==> src/rtl/wag_pkg.sv <==
// Shared types for write_access_guard: rule table entry, alert record and the
// alert holding-register state encoding.
package wag_pkg;

    localparam int WAG_ID_W   = 2;
    localparam int WAG_ADDR_W = 8;
    localparam int WAG_DATA_W = 8;

    typedef struct packed {
        logic                  en;
        logic [WAG_ID_W-1:0]   id;
        logic [WAG_ADDR_W-1:0] base;
        logic [WAG_ADDR_W-1:0] limit;
    } rule_t;

    typedef struct packed {
        logic [WAG_ID_W-1:0]   id;
        logic [WAG_ADDR_W-1:0] addr;
        logic [WAG_DATA_W-1:0] data;
    } alert_t;

    typedef enum logic {
        ALERT_EMPTY = 1'b0,
        ALERT_FULL  = 1'b1
    } alert_state_t;

    // Inclusive unsigned window; base > limit can never satisfy both bounds.
    function automatic logic rule_hit(input rule_t r,
                                      input logic [WAG_ID_W-1:0] id,
                                      input logic [WAG_ADDR_W-1:0] addr);
        return r.en && (r.id == id) && (r.base <= addr) && (addr <= r.limit);
    endfunction

endpackage

==> src/rtl/wag_alert_fifo.sv <==
// Valid/ready buffer for alert records. DEPTH 1 is a two-state holding register;
// larger power-of-2 depths use a circular buffer. Push is accepted on a full
// buffer when a pop happens in the same cycle.
module wag_alert_fifo
    import wag_pkg::*;
#(
    parameter int DEPTH = 1
) (
    input  logic   clk,
    input  logic   rst,
    input  logic   push_valid,
    output logic   push_ready,
    input  alert_t push_data,
    output logic   pop_valid,
    input  logic   pop_ready,
    output alert_t pop_data
);

    generate
        if (DEPTH == 1) begin : g_hold
            alert_state_t state_reg;
            alert_t       data_reg;

            always_ff @(posedge clk) begin
                if (rst) begin
                    state_reg <= ALERT_EMPTY;
                    data_reg  <= '0;
                end else begin
                    case (state_reg)
                        ALERT_EMPTY: begin
                            if (push_valid) begin
                                state_reg <= ALERT_FULL;
                                data_reg  <= push_data;
                            end
                        end
                        ALERT_FULL: begin
                            if (pop_ready) begin
                                if (push_valid) begin
                                    data_reg <= push_data;
                                end else begin
                                    state_reg <= ALERT_EMPTY;
                                end
                            end
                        end
                        default: state_reg <= ALERT_EMPTY;
                    endcase
                end
            end

            assign pop_valid  = (state_reg == ALERT_FULL);
            assign push_ready = (state_reg == ALERT_EMPTY) || pop_ready;
            assign pop_data   = data_reg;
        end else begin : g_fifo
            localparam int PTR_W  = $clog2(DEPTH);
            localparam int FILL_W = $clog2(DEPTH + 1);

            alert_t             mem [DEPTH];
            logic [PTR_W-1:0]   wr_ptr_reg;
            logic [PTR_W-1:0]   rd_ptr_reg;
            logic [FILL_W-1:0]  count_reg;
            logic               full;
            logic               do_push;
            logic               do_pop;

            assign full       = (count_reg == FILL_W'(DEPTH));
            assign pop_valid  = (count_reg != '0);
            assign push_ready = !full || pop_ready;
            assign do_pop     = pop_ready && pop_valid;
            assign do_push    = push_valid && push_ready;
            // Empty buffer presents zeros so the record fields are clean out of reset.
            assign pop_data   = pop_valid ? mem[rd_ptr_reg] : '0;

            always_ff @(posedge clk) begin
                if (do_push) begin
                    mem[wr_ptr_reg] <= push_data;
                end
            end

            always_ff @(posedge clk) begin
                if (rst) begin
                    wr_ptr_reg <= '0;
                    rd_ptr_reg <= '0;
                    count_reg  <= '0;
                end else begin
                    if (do_push) wr_ptr_reg <= wr_ptr_reg + 1'b1;
                    if (do_pop)  rd_ptr_reg <= rd_ptr_reg + 1'b1;
                    case ({do_push, do_pop})
                        2'b10:   count_reg <= count_reg + 1'b1;
                        2'b01:   count_reg <= count_reg - 1'b1;
                        default: count_reg <= count_reg;
                    endcase
                end
            end
        end
    endgenerate

endmodule

==> src/rtl/write_access_guard.sv <==
// Bus write firewall: programmable ID/address-window rules, per-ID violation
// counters with lockout, and a violation alert stream. Define ALERT_FIFO_EN for a deep alert FIFO.
module write_access_guard
    import wag_pkg::*;
#(
    parameter int ID_W        = WAG_ID_W,
    parameter int ADDR_W      = WAG_ADDR_W,
    parameter int DATA_W      = WAG_DATA_W,
    parameter int NUM_RULES   = 4,
    parameter int CNT_W       = 3,
    parameter int LOCK_THRESH = 3,
    parameter int ALERT_DEPTH = 4
) (
    input  logic                         clk,
    input  logic                         rst,
    input  logic                         wr_valid,
    input  logic [ID_W-1:0]              wr_id,
    input  logic [ADDR_W-1:0]            wr_addr,
    input  logic [DATA_W-1:0]            wr_data,
    output logic                         chk_valid,
    output logic                         chk_allow,
    output logic                         chk_block,
    input  logic                         cfg_we,
    input  logic [$clog2(NUM_RULES)-1:0] cfg_idx,
    input  logic                         cfg_en,
    input  logic [ID_W-1:0]              cfg_id,
    input  logic [ADDR_W-1:0]            cfg_base,
    input  logic [ADDR_W-1:0]            cfg_limit,
    input  logic                         unlock_we,
    input  logic [ID_W-1:0]              unlock_id,
    output logic [2**ID_W-1:0]           locked,
    output logic                         alert_valid,
    input  logic                         alert_ready,
    output logic [ID_W-1:0]              alert_id,
    output logic [ADDR_W-1:0]            alert_addr,
    output logic [DATA_W-1:0]            alert_data,
    output logic                         alert_ovf
);

    localparam int NUM_IDS = 2**ID_W;
    localparam int IDX_W   = $clog2(NUM_RULES);
    localparam logic [CNT_W-1:0] CNT_MAX = '1;
`ifdef ALERT_FIFO_EN
    localparam int ALERT_FIFO_DEPTH = ALERT_DEPTH;
`else
    localparam int ALERT_FIFO_DEPTH = (ALERT_DEPTH > 0) ? 1 : 1;
`endif

    logic [NUM_RULES-1:0] hit;
    logic                 allow;
    logic                 violation;
    logic                 chk_valid_reg;
    logic                 chk_allow_reg;
    logic                 chk_block_reg;
    logic                 alert_ovf_reg;
    logic                 push_ready;
    alert_t               alert_rec;

    // Rule table: a rule written this cycle only affects checks from the next cycle.
    generate
        for (genvar gi = 0; gi < NUM_RULES; gi++) begin : g_rule
            rule_t rule_reg;

            assign hit[gi] = rule_hit(rule_reg, wr_id, wr_addr);

            always_ff @(posedge clk) begin
                if (rst) begin
                    rule_reg <= '0;
                end else if (cfg_we && (cfg_idx == IDX_W'(gi))) begin
                    rule_reg <= '{en: cfg_en, id: cfg_id, base: cfg_base, limit: cfg_limit};
                end
            end
        end
    endgenerate

    assign allow     = (|hit) && !locked[wr_id];
    assign violation = wr_valid && !allow;

    always_ff @(posedge clk) begin
        if (rst) begin
            chk_valid_reg <= 1'b0;
            chk_allow_reg <= 1'b0;
            chk_block_reg <= 1'b0;
        end else begin
            chk_valid_reg <= wr_valid;
            chk_allow_reg <= wr_valid && allow;
            chk_block_reg <= violation;
        end
    end

    assign chk_valid = chk_valid_reg;
    assign chk_allow = chk_allow_reg;
    assign chk_block = chk_block_reg;

    // Per-ID saturating violation counter and lock; unlock beats a same-cycle violation.
    generate
        for (genvar gi = 0; gi < NUM_IDS; gi++) begin : g_id
            logic [CNT_W-1:0] cnt_reg;
            logic [CNT_W-1:0] cnt_next;
            logic             lock_reg;
            logic             viol_here;
            logic             unlock_here;

            assign viol_here   = violation && (wr_id == ID_W'(gi));
            assign unlock_here = unlock_we && (unlock_id == ID_W'(gi));
            assign cnt_next    = (cnt_reg == CNT_MAX) ? cnt_reg : cnt_reg + 1'b1;

            always_ff @(posedge clk) begin
                if (rst || unlock_here) begin
                    cnt_reg  <= '0;
                    lock_reg <= 1'b0;
                end else if (viol_here) begin
                    cnt_reg <= cnt_next;
                    if (cnt_next >= CNT_W'(LOCK_THRESH)) begin
                        lock_reg <= 1'b1;
                    end
                end
            end

            assign locked[gi] = lock_reg;
        end
    endgenerate

    wag_alert_fifo #(
        .DEPTH (ALERT_FIFO_DEPTH)
    ) u_alert (
        .clk        (clk),
        .rst        (rst),
        .push_valid (violation),
        .push_ready (push_ready),
        .push_data  ('{id: wr_id, addr: wr_addr, data: wr_data}),
        .pop_valid  (alert_valid),
        .pop_ready  (alert_ready),
        .pop_data   (alert_rec)
    );

    // A refused push means a record was lost; the flag clears on the next handshake.
    always_ff @(posedge clk) begin
        if (rst) begin
            alert_ovf_reg <= 1'b0;
        end else if (violation && !push_ready) begin
            alert_ovf_reg <= 1'b1;
        end else if (alert_valid && alert_ready) begin
            alert_ovf_reg <= 1'b0;
        end
    end

    assign alert_ovf  = alert_ovf_reg;
    assign alert_id   = alert_rec.id;
    assign alert_addr = alert_rec.addr;
    assign alert_data = alert_rec.data;

endmodule

==> config.mk <==
export PLATFORM = sky130hd
export DESIGN_NAME = write_access_guard
export DESIGN_NICKNAME = d
export VERILOG_FILES = /design/src/rtl/wag_pkg.sv /design/src/rtl/wag_alert_fifo.sv /design/src/rtl/write_access_guard.sv
export SDC_FILE = /design/constraint.sdc
export NUM_CORES = 1
export LEC_CHECK = 0
export BUFFER_PORTS_ARGS = -buffer_cell sky130_fd_sc_hd__buf_4
export CORE_ASPECT_RATIO = 0.75
export CORE_MARGIN = 3
export CORE_UTILIZATION = 60
export CTS_CLUSTER_DIAMETER = 100
export DETAILED_ROUTE_END_ITERATION = 12
export PLACE_DENSITY = 0.85
export SETUP_SLACK_MARGIN = 0.3
export SLEW_MARGIN = 20
export SYNTH_ARGS = -nofsm -noshare
export SYNTH_HDL_FRONTEND = slang
export SYNTH_SLANG_ARGS = --single-unit
==> constraint.sdc <==
create_clock -name clk -period 3 [get_ports clk]
set_input_delay 0.45 -clock clk [delete_from_list [all_inputs] [get_ports clk]]
set_output_delay 0.45 -clock clk [all_outputs]
set_load 0.005 [all_outputs]
Word level (Yosys, flattened, before mapping)

Index checks and enable logic that the tools add are counted.
Widths: inputs -> output; s select.

Flip-flop bits (word level): 115
Input port bits: 47

Magnitude comparators: 13
$add $sub $neg: 4
Reductions and logical operators: 46
Eq/ne operators: 18
Bitwise gates (word level): 1
Muxes and demuxes: 14

Operator list:

| cell                | number |
|---|---|
| $le 8x8->1          | 8 |
| $mux 18             | 2 |
| $pmux 18 s2         | 1 |
| $logic_and 1x1->1   | 29 |
| $add 3x1->3 const B | 4 |
| $eq 2x2->1 const B  | 6 |
| $eq 3x3->1 const B  | 4 |
| $ge 3x2->1 const B  | 4 |
| $mux 3              | 4 |
| $eq 2x2->1          | 4 |
| $reduce_and 2->1    | 4 |
| $eq 2x1->1 const B  | 3 |
| $logic_not 2->1     | 3 |
| $logic_or 1x1->1    | 5 |
| $mux 1              | 5 |
| $reduce_or 4->1     | 1 |
| $logic_not 1->1     | 3 |
| $lt 2x3->1 const B  | 1 |
| $bmux 1 s2          | 1 |
| $ne 2x2->1 const B  | 1 |
| $pmux 1 s2          | 1 |
| $reduce_bool 2->1   | 1 |
| $not 1->1           | 1 |

Logic depth before layout (Yosys ltp)

Gate-level depths: netlist of run 1.

Depth after elaboration: 11
Mapped depth: 12
Depth with buffers taken out: 10

Cells and area by module

A second synthesis of run 1 with hierarchy kept.

Cell total of the unflattened synthesis: 757
Area, all modules: 6236.0 µm²

By module, submodules not included:

| module             | area each (µm²) | seq. area each (µm²) | times used | cells an instance |
|---|---|---|---|---|
| write_access_guard | 5245.0          | 1921.8               | 1          | 671 |
| wag_alert_fifo     | 991.0           | 380.4                | 1          | 86 |

Worst setup path before layout of run 1

OpenSTA, ideal clock, no wires.

Kind: input-to-reg
Start: input port wr_addr[0]
End: register g_id[0].lock_reg
Required time: 2873 ps
Stages: 10
Arrival time: 2062 ps
Slack: 811 ps
Setup time: 127 ps
Path through: inv_1 ha_1 nand4_1 o31a_1 a311oi_1 a32oi_1 a21oi_2 buf_6 nand2b_1 o21ai_0

Cells in the longest elaborated chain, start to end: 9
Elaborated cells on any way between the ends: 22
Classes of those cells: 8 x order compare; 14 x reduce/logical

Ends and longest elaborated chain:

| item                           | RTL line                  | text |
|---|---|---|
| from (decl)                    | write_access_guard.sv:18  | `input logic [ADDR_W-1:0] wr_addr,` |
| $le 8x8->1                     | wag_pkg.sv:31             | `return r.en && (r.id == id) && (r.base <= addr) && (addr <= r.limit);` |
| $logic_and 1x1->1 (2 in a row) | wag_pkg.sv:31             |  |
| $reduce_or 4->1 *              | write_access_guard.sv:76  | `assign allow = (\|hit) && !locked[wr_id];` |
| $logic_and 1x1->1 *            | write_access_guard.sv:76  |  |
| $logic_not 1->1 *              | write_access_guard.sv:77  | `assign violation = wr_valid && !allow;` |
| $logic_and 1x1->1 *            | write_access_guard.sv:77  |  |
| $logic_and 1x1->1 *            | write_access_guard.sv:104 | `assign viol_here = violation && (wr_id == ID_W'(gi));` |
| $reduce_and 2->1 (no line) *   | --                        |  |
| to (signal assigned)           | write_access_guard.sv:111 | `lock_reg <= 1'b0;` |
| to (signal assigned)           | write_access_guard.sv:115 | `lock_reg <= 1'b1;` |
| to (decl)                      | write_access_guard.sv:100 | `logic lock_reg;` |

Every way passes the cells marked *; elsewhere a longest branch is shown, timed or not.
A chain may end at the register's enable or synchronous reset.

Worst setup path in the final report of run 1

Start: register g_rule[0].rule_reg[3] (netlist name)
End: register g_id[1].cnt_reg[0]

Cells in the longest elaborated chain, start to end: 7

Ends and longest elaborated chain:

| item                   | RTL line                  | text |
|---|---|---|
| from (decl)            | write_access_guard.sv:62  | `rule_t rule_reg;` |
| from (signal assigned) | write_access_guard.sv:70  | `rule_reg <= '{en: cfg_en, id: cfg_id, base: cfg_base, limit: cfg_limit};` |
| $le 8x8->1             | wag_pkg.sv:31             |  |
| $logic_and 1x1->1      | wag_pkg.sv:31             |  |
| $reduce_or 4->1        | write_access_guard.sv:76  |  |
| $logic_and 1x1->1      | write_access_guard.sv:76  |  |
| $logic_not 1->1        | write_access_guard.sv:77  |  |
| $logic_and 1x1->1      | write_access_guard.sv:77  |  |
| $logic_and 1x1->1      | write_access_guard.sv:104 |  |
| to (signal assigned)   | write_access_guard.sv:113 | `cnt_reg <= cnt_next;` |
| to (decl)              | write_access_guard.sv:98  | `logic [CNT_W-1:0] cnt_reg;` |

No other way between the ends.

==> results of run 1 <==
==> kinds of logic (layout without fill, tap and decap cells) <==
kind of cell / Yosys count / after routing / share of synthesized area [%]
AND/OR/NAND/NOR: 282 / 282 / 21.3
XOR/XNOR: 8 / 8 / 1.16
multiplexers: 15 / 15 / 2.70
adder cells (fa/ha/maj): 68 / 68 / 14.1
buffers and inverters: 84 / 158 / 5.98
AO/OA/AOI/OAI: 181 / 181 / 16.6
flip-flops: 115 / 115 / 38.2
==> critical path, cell delays in order (launching register included) <==
cell and delay, ns:
dfxtp_1 0.33, inv_1 0.05, ha_1 0.31, nand4_1 0.17
o31a_1 0.27, a311oi_1 0.34, a32oi_1 0.15, a21oi_4 0.31
buf_4 0.22, o21ai_0 0.10, a21boi_1 0.14
==> timing repair <==
action,4_1_cts,5_1_grt
resized for setup,0,2
setup endpoints to repair,0,30
setup buffers,0,0
==> metrics by stage <==
step	hold WS, ns	area (µm²)	std cells	utilization, %
after floorplan	0.436	6030	753	-
after global placement	0.443	6620	928	68.0
after detailed placement	0.448	6620	928	68.0
after CTS	0.289	7210	959	74.1
after global routing	0.300	7220	959	74.2
final	0.302	7220	959	74.2
==> report_power, final <==
| part | internal (mW) | switching [mW] |
|---|---|---|
| logic | 0.199 | 0.276 |
| clock network | 1.33 | 0.712 |
| registers | 1.59 | 0.0352 |
==> area by class of cell <==
cell class | instances | area [µm²]
Clock inverter | 11 | 135
Inverter | 48 | 180
Clock buffer | 20 | 457
Fill cell | 719 | 2510
Tap cell | 132 | 165
Multi-Input combinational cell | 554 | 3380
Timing Repair Buffer | 79 | 606
Sequential cell | 115 | 2300
==> layer usage <==
metal	share of wire, %	vias to the layer above
li1	-	2699
met1	42	2687
met2	48	278
met3	8.1	47
met4	2.3	0
met5	0	-
==> placed cells by master (no fill, tap or decap), drive strengths merged, types with 2 or more instances in the layout <==
cell      netlist  final
a31oi           4      4
nand3          11     11
o41ai           8      8
clkinvlp        0      2
ha             68     68
or3             3      3
nor2           10     10
a21boi          3      3
nand2         190    190
nand4          17     17
mux2i          14     14
clkinv          0      6
buf            11     79
o211ai          4      4
a311oi          2      2
clkbuf         25     20
o311ai          3      3
nor2b          21     21
a32oi           2      2
o22ai           4      4
o31a            2      2
o21ai          37     37
nand2b         22     22
xnor2           8      8
dfxtp         115    115
bufinv          0      3
inv            48     48
a21oi         112    112
==> path summary, 6_finish.rpt <==
| kind | start | end | slack [ns] |
|---|---|---|---|
| hold / removal | cfg_limit[5] | g_rule[2].rule_reg[5] | 0.30 |
| setup reg to reg | g_rule[0].rule_reg[3] | g_id[1].cnt_reg[0] | 0.51 |
| setup / recovery | g_rule[0].rule_reg[3] | g_id[1].cnt_reg[0] | 0.51 |
| hold reg to reg | g_rule[1].rule_reg[4] | g_rule[1].rule_reg[4] | 0.46 |
==> summary.md, run 1 <==
| Metric | Value |
|---|---|
| Final RePlAce weighted congestion | `0.893` |
| Pre-CTS WS | `0.0670 ns` |
| Hold Crit Depth | `3` |
| Area grow syn2layout | `19.8%` |
| First-pass GRT wire length | `26.4 mm` |
| All-Layer GR Usage | `between 30 and 40%` |
| Post-Route WL | `16.5 mm` |
| Post-DP HPWL | `around 11 mm` |
| Synth top area share | `38.2%` |
| FP Rows | `31` |
| CP Launch Type | `flip-flop` |
| Vias in the first global route | `5623` |
| Fmax | `402 MHz` |
| Mapped Area | `0.00603 mm²` |
| Clk sink count | `115` |
| Initial drt markers | `616` |
| Final hold viol count | `0` |
| Gate Count Post-Synth | `753` |
| Maxcap violations | `0` |
| Data arrival, critical path | `around 2.8 ns` |
| Slew headroom | `35.9%` |
| Hold crit path type | `in2reg` |
| TritonCTS clock tree | `built` |
| Layout cell share with drive strength beyond 1 | `between 10 and 15%` |
| Wirelength per Cell | `roughly 17 µm` |
| GRT overflow | `0` |
| Post-synth EDFFs | `0` |
| Tot Pwr | `4.14 mW` |
| Outcome | `finished, final reports clean` |
| Max reg flops | `between 70 and 80` |
| Final min period | `2.49 ns` |
| GR met3 Demand/Resource | `7.51%` |
| Die Wd | `122 µm` |
| Largest cells by area after synthesis | `dfxtp_1 (38%), ha_1 (14%), nand2_1 (12%)` |
| Critical path type | `reg2reg` |
| Yosys warns | `0` |
| Distinct cells, synth | `39` |
| Worst R2R Path Depth | `10` |
| N_diodes | `0` |
| Grt peak-use layer | `met2` |
| GR Util met2 | `about 49%` |
| Clock transition at path regs | `0.06 ns` |
| Initial core utilization | `61.9%` |
| Worst skew pair latency | `0.42 ns` |
| Die height | `92.8 µm` |
| Worst slew pin tran | `approximately 0.96 ns` |
| Nets | `930` |
| Detailed Routing Iterations Pass 1 | `6` |
| Setup Skew | `0.00788 ns` |
| Die ar. | `0.0113 mm²` |
| Pwr Density | `574 mW/mm²` |
| Root Driver | `clkbuf_16` |
| Vias per cell | `roughly 6.0` |
| IO Port Bufs | `73` |
| # setup viols final | `0` |
| Final ANT Viol Nets | `0` |
| # IOs | `74` |
| Largest net degree at the start of global routing | `63` |
| Crit. End Element | `flip-flop` |
| Initial antenna violation count | `0` |
| CTS Buf Count | `17` |
| Via count | `between 5k and 6k` |
| Seq/Total Area, Yosys | `a little under two fifths` |
| DRC | `0` |
| Static leakage | `2.90 nW` |
| Clock Tree Buf Depth | `2` |
| Post-synth top flop | `dfxtp_1` |
| Cts hold-fix bufs | `0` |
| Required time worst endpoint | `3.34 ns` |
| M1 GR Usage | `a little under two fifths` |
| Max Slew Vio Count | `0` |
| Mean post-synth cell area | `around 8 µm²` |
| Seq cells post-synth | `115` |
| TNS Setup | `0 ns` |
| Crit-path max FO | `10` |
| H-tree levels | `4` |
| Net Count, Synth | `868` |
| Core box area | `0.00974 mm²` |
| Synth async-reset ratio | `0%` |
| Dominant cell by count in the synthesized netlist | `nand2_1` |
| Final setup margin | `0.514 ns` |
| Unrepaired setup endpoints after global routing | `false` |
| Maximum vdd drop | `between 0.0004 and 0.0005 V` |
| Final Cycle Share | `82.9%` |
| Synth cell count leaders | `nand2_1 (190), dfxtp_1 (115), a21oi_1 (111)` |
| Yosys top cell by area | `dfxtp_1` |
Power figures use the tool's default switching activity.
==> run 2: changes to the inputs <==
- CORE_UTILIZATION: 60 -> 53
- PLACE_DENSITY: 0.85 -> 0.8
- clock period: 3 -> 2.2 ns (I/O delays scaled with it)
==> summary.md, run 2 (synthesized netlist as in run 1, its figures left out) <==
| Metric | Value |
|---|---|
| # setup viols final | `35` |
| Max Slew Vio Count | `0` |
| Final ANT Viol Nets | `0` |
| RR Startpoint | `g_rule[3].rule_reg[1]` |
| Worst R2R Path Depth | `12` |
| Required time worst endpoint | `2.55 ns` |
| GRT overflow | `0` |
| Die ar. | `0.0127 mm²` |
| Die height | `between 90 and 100 µm` |
| Critical path type | `reg2reg` |
| Crit-path max FO | `8` |
| Commonest non-fill, non-tap cells in the layout | `nand2_1 (187), buf_4 (109), a21oi_1 (107), dfxtp_1 (101), ha_1 (52)` |
| Final core utilization | `72.4%` |
| Detailed Routing Iterations Pass 1 | `5` |
| Final RePlAce weighted congestion | `0.878` |
| Core box area | `approximately 0.011 mm²` |
| Clock transition at path regs | `0.06 ns` |
| Static leakage | `approximately 3.2 nW` |
| H-tree levels | `4` |
| Unrepaired setup endpoints after global routing | `true` |
| Vias in the first global route | `approximately 6k` |
| Die Wd | `~130 µm` |
| R2r setup slk | `-0.11 ns` |
| Clk pwr share | `between 40 and 50%` |
| Slew headroom | `between 50 and 60%` |
| Switching share of power | `24.3%` |
| CP Launch Type | `flip-flop` |
| Initial antenna violation count | `0` |
| CTS Buf Count | `17` |
| Area grow syn2layout | `32.4%` |
| Maxcap violations | `0` |
| Cts hold-fix bufs | `0` |
| Failing checks | `negative setup slack` |
| Seq pwr share | `36.8%` |
| IO Port Bufs | `73` |
| DRC | `0` |
| Hold crit path type | `in2reg` |
| # IOs | `74` |
| Worst slew pin tran | `0.611 ns` |
| Final setup margin | `-0.115 ns` |
| Wirelength per Cell | `18.6 µm` |
| Hold path start | `cfg_limit[5]` |
| Fmax | `432 MHz` |
| TritonCTS clock tree | `built` |
| Root Driver | `clkbuf_16` |
| Final Cycle Share | `105%` |
| Largest net degree at the start of global routing | `68` |
| N_diodes | `0` |
| Post-Route WL | `18.8 mm` |
| Final hold viol count | `0` |
| Nets | `968` |
| Internal power | `4.56 mW` |
| Maximum vdd drop | `roughly 0.0005 V` |
| Via count | `5852` |
| Hold Crit Depth | `3` |
| Clock Tree Buf Depth | `2` |
| Setup Skew | `roughly 0.0090 ns` |
| Worst skew pair latency | `around 0.42 ns` |
| All-Layer GR Usage | `29.3%` |
| Crit. End Element | `flip-flop` |
| Hold EP | `g_rule[3].rule_reg[5]` |
| Post-DP HPWL | `12.5 mm` |
| Max reg flops | `between 70 and 80` |
| Vias per cell | `slightly below 6` |
| Sw Pwr | `1.47 mW` |
| Initial core utilization | `54.7%` |
| Final min period | `2.31 ns` |
| FP Rows | `33` |
| Outcome | `finished, violations left` |
| Pwr Density | `756 mW/mm²` |
| Layout cell share with drive strength beyond 1 | `26.0%` |
| Data arrival, critical path | `2.67 ns` |
| Clk sink count | `115` |
| Comb pwr share | `13.3%` |
| FF-to-FF End | `g_id[1].cnt_reg[0]` |
| First-pass GRT wire length | `roughly 29 mm` |
| Initial drt markers | `455` |
| Most common cell after layout, fill and taps aside | `nand2_1` |
| Worst hold slack | `0.173 ns` |
[run 2: cell count changes in the layout (fill, tap and decap cells not counted), moves of 8 or more]
cell     change
ha_4        +16
dfxtp_1     -14
o21ai_1      +8
inv_1        -8
ha_1        -16
buf_4       +31
o21ai_2     +10
o21ai_0     -18
dfxtp_2     +14
[run 2: cell type report]
cell class	count	area, µm²
sequential	115	2320
clock buffer	24	502
tap	140	175
fill	805	3040
inverter	48	195
multi-input combinational	556	3760
clock inverter	8	146
timing repair buffer	115	880
[run 2: what timing repair did]
item	4_1_cts	5_1_grt
gates cloned	1	2
endpoints found under the setup margin	38	38
pin swaps	13	14
gates resized for setup	51	27
buffers inserted	4	2
[run 2: how the worst max path moves through the flow]
| stage | cells after the start | from | endpoint | slack (ns) |
|---|---|---|---|---|
| 2_1_floorplan | 11 | g_rule[0].rule_reg[7] | g_id[0].cnt_reg[1] | 0.21 |
| 3_3_place_gp | 13 | wr_addr[1] | g_id[1].lock_reg | -0.30 |
| 3_5_place_dp | 13 | wr_addr[1] | g_id[0].lock_reg | -0.37 |
| 4_1_cts | 11 | g_rule[3].rule_reg[1] | u_alert.pop_data[6] | -0.04 |
| 5_1_grt | 11 | g_rule[3].rule_reg[5] | g_id[1].cnt_reg[0] | -0.29 |
| 6_report | 12 | g_rule[3].rule_reg[1] | g_id[1].cnt_reg[0] | -0.11 |
[run 2: metal layers]
layer | track usage (%) | wire [µm]
met4 | 12.5 | 474
met2 | 47.0 | 8780
met3 | 6.78 | 1490
met5 | 0 | 0
met1 | 37.8 | 8010
[run 2: power by group through the flow]
stage / sequential [mW] / clock [mW] / combinational (mW)
floorplan: 2.25 / 0 / 0.383
finish: 2.22 / 3.01 / 0.802
CTS: 2.22 / 3.02 / 0.746
detailed placement: 2.26 / 0 / 0.695
global route: 2.22 / 3.13 / 0.876
global placement: 2.25 / 0 / 0.660
[run 2: metrics by stage]
stage	total power [mW]	cells	setup WS, ns	TNS, ns	cell area [µm²]
detailed placement	2.95	965	-0.373	-11.21	6930
global route	6.23	1006	-0.286	-7.85	7980
floorplan	2.63	753	0.210	0	6120
CTS	5.98	1002	-0.0402	-0.366	7820
global placement	2.91	965	-0.304	-8.90	6930
finish	6.03	1006	-0.115	-2.20	7980
[run 2: worst max-delay path, stage by stage, from the launching register on]
cell and delay (ns):
dfxtp_2 0.34, inv_2 0.05, ha_4 0.26, nor2b_1 0.13
o211ai_1 0.11, a21oi_2 0.17, o22ai_2 0.10, a32oi_2 0.25
a21oi_2 0.08, buf_6 0.14, buf_6 0.13, or3_4 0.37
a21boi_2 0.13
==> run 3: changes to the inputs <==
- CORE_UTILIZATION: 53 -> 58
- PLACE_DENSITY: 0.8 -> 0.83
- clock period: 2.2 -> 2.5 ns (I/O delays scaled with it)
==> summary.md, run 3 (synthesized netlist as in run 1, its figures left out) <==
| Metric | Value |
|---|---|
| Switching share of power | `26.1%` |
| First-pass GRT wire length | `28.2 mm` |
| All-Layer GR Usage | `31.7%` |
| Final core utilization | `77.9%` |
| Max stage delay cell, worst path | `dfxtp_2` |
| Final min period | `2.29 ns` |
| Worst hold slack | `0.222 ns` |
| Maximum vdd drop | `0.000511 V` |
| Layout cell share with drive strength beyond 1 | `22.1%` |
| Critical path type | `reg2reg` |
| Cts hold-fix bufs | `0` |
| Clk sink count | `between 100 and 150` |
| Seq pwr share | `40.1%` |
| Required time worst endpoint | `approximately 2.8 ns` |
| Hold Crit Depth | `3` |
| Nets | `957` |
| Final RePlAce weighted congestion | `0.918` |
| Worst slew pin tran | `0.619 ns` |
| Commonest non-fill, non-tap cells in the layout | `nand2_1 (189), a21oi_1 (109), dfxtp_1 (105), buf_4 (100), ha_1 (57)` |
| GRT overflow | `0` |
| CTS Buf Count | `17` |
| Sw Pwr | `1.27 mW` |
| Crit. End Element | `flip-flop` |
| Root Driver | `clkbuf_16` |
| # setup viols final | `0` |
| Worst R2R Path Depth | `11` |
| Die ar. | `~0.012 mm²` |
| FP Rows | `31` |
| Most common cell after layout, fill and taps aside | `nand2_1` |
| CP peak stage delay | `around 0.34 ns` |
| CP Launch Type | `flip-flop` |
| Detailed Routing Iterations Pass 1 | `5` |
| Fmax | `436 MHz` |
| Via count | `5842` |
| H-tree levels | `4` |
| Die Wd | `between 100 and 150 µm` |
| Critical path, cell by cell | `inv_2, ha_4, nand4_1, o31a_1, a311oi_2, a32oi_1, a21oi_2, buf_6, buf_4, o21ai_0, a21boi_1` |
| Slew headroom | `58.5%` |
| Final hold viol count | `0` |
| Vias per cell | `5.92` |
| Crit-path max FO | `5` |
| Largest net degree at the start of global routing | `52` |
| Outcome | `finished, final reports clean` |
| Comb pwr share | `between 10% and 20%` |
| Internal power | `around 3.6 mW` |
| Post-DP HPWL | `12.3 mm` |
| Pwr Density | `~630 mW/mm²` |
| IO Port Bufs | `73` |
| Hold crit path type | `in2reg` |
| # IOs | `74` |
| Data arrival, critical path | `2.63 ns` |
| Unrepaired setup endpoints after global routing | `true` |
| Final Cycle Share | `between 90% and 100%` |
| Setup Skew | `0.0122 ns` |
| Initial antenna violation count | `0` |
| Vias in the first global route | `5644` |
| Max reg flops | `76` |
| Clock Tree Buf Depth | `2` |
| Area grow syn2layout | `27.8%` |
| Max Slew Vio Count | `0` |
| Initial drt markers | `between 500 and 600` |
| Clock transition at path regs | `around 0.060 ns` |
| Static leakage | `3.08 nW` |
| Initial core utilization | `between 60% and 70%` |
| N_diodes | `0` |
| Post-Route WL | `18.5 mm` |
| DRC | `0` |
| Layout fillers | `663` |
| Maxcap violations | `0` |
| Final ANT Viol Nets | `0` |
| Core box area | `between 0.009 and 0.01 mm²` |
| Clk pwr share | `46.0%` |
| TritonCTS clock tree | `built` |
| Worst skew pair latency | `approximately 0.42 ns` |
| Die height | `94.3 µm` |
| Wirelength per Cell | `18.8 µm` |
## run 3: cell types whose count changed in the layout (fill, tap and decap cells not counted), moves of 4 or more
| cell | delta |
|---|---|
| o21ai_4 | +4 |
| ha_4 | -5 |
| inv_2 | -4 |
| o21ai_2 | -5 |
| dfxtp_2 | -4 |
| buf_4 | -9 |
| ha_1 | +5 |
| dfxtp_1 | +4 |
| inv_1 | +6 |
## run 3: path summary, 6_finish.rpt
| path | from | to | slack (ns) |
|---|---|---|---|
| worst min-delay path | cfg_limit[6] | g_rule[1].rule_reg[6] | 0.22 |
| worst max register to register | g_rule[0].rule_reg[3] | g_id[2].cnt_reg[0] | 0.21 |
| worst min register to register | g_rule[2].rule_reg[18] | g_rule[2].rule_reg[18] | 0.46 |
| worst max-delay path | g_rule[0].rule_reg[3] | g_id[2].cnt_reg[0] | 0.21 |
## run 3: what timing repair did
item,in CTS,in global routing
resized for setup,37,44
setup buffers,2,2
setup endpoints to repair,36,36
pin swaps,7,9
gates cloned,2,0
## run 3: worst max-delay path: cells and delay by family (launching register included)
| family | cells | cell delay, ns |
|---|---|---|
| AOI/OAI and AO/OA | 6 | 1.09 |
| DFF | 1 | 0.34 |
| buffers and inverters | 3 | 0.34 |
| and+or+nand+nor | 1 | 0.17 |
| adders and majority gates | 1 | 0.28 |
## run 3: cell type report
cell class                 instances  area, µm²  area share (%)
multi-input combinational        554       3670            47.7
sequential                       115       2310            30.0
timing repair buffer             106        826            10.7
clock buffer                      21        460            5.98
inverter                          48        180            2.34
tap                              132        165            2.14
clock inverter                    10       85.1            1.10
## run 3: metrics by stage
step | setup slack [ns] | instance area [µm²] | power, mW | std cells | TNS [ns]
global route | 0.0901 | 7710 | 5.03 | 986 | 0
global placement | -0.0508 | 6770 | 2.54 | 949 | -0.0733
floorplan | 0.386 | 6030 | 2.30 | 753 | 0
finish | 0.206 | 7710 | 4.87 | 986 | 0
CTS | 0.261 | 7500 | 4.82 | 984 | 0
detailed placement | -0.125 | 6770 | 2.57 | 949 | -0.335
## run 3: per-layer routing
metal | global-route usage, % | up-vias | routed length [µm]
met4 | 15.9 | 0 | 668
met1 | 42.1 | 2731 | 7690
met5 | 0 | - | 0
met3 | 8.85 | 58 | 1920
met2 | 47.4 | 305 | 8250
li1 | - | 2748 | -
## run 3: power by group through the flow
stage	logic [mW]	registers [mW]	clock network [mW]
after floorplan	0.328	1.98	0
after global placement	0.557	1.98	0
after detailed placement	0.585	1.99	0
after CTS	0.622	1.95	2.25
after global routing	0.738	1.96	2.33
final	0.677	1.95	2.24
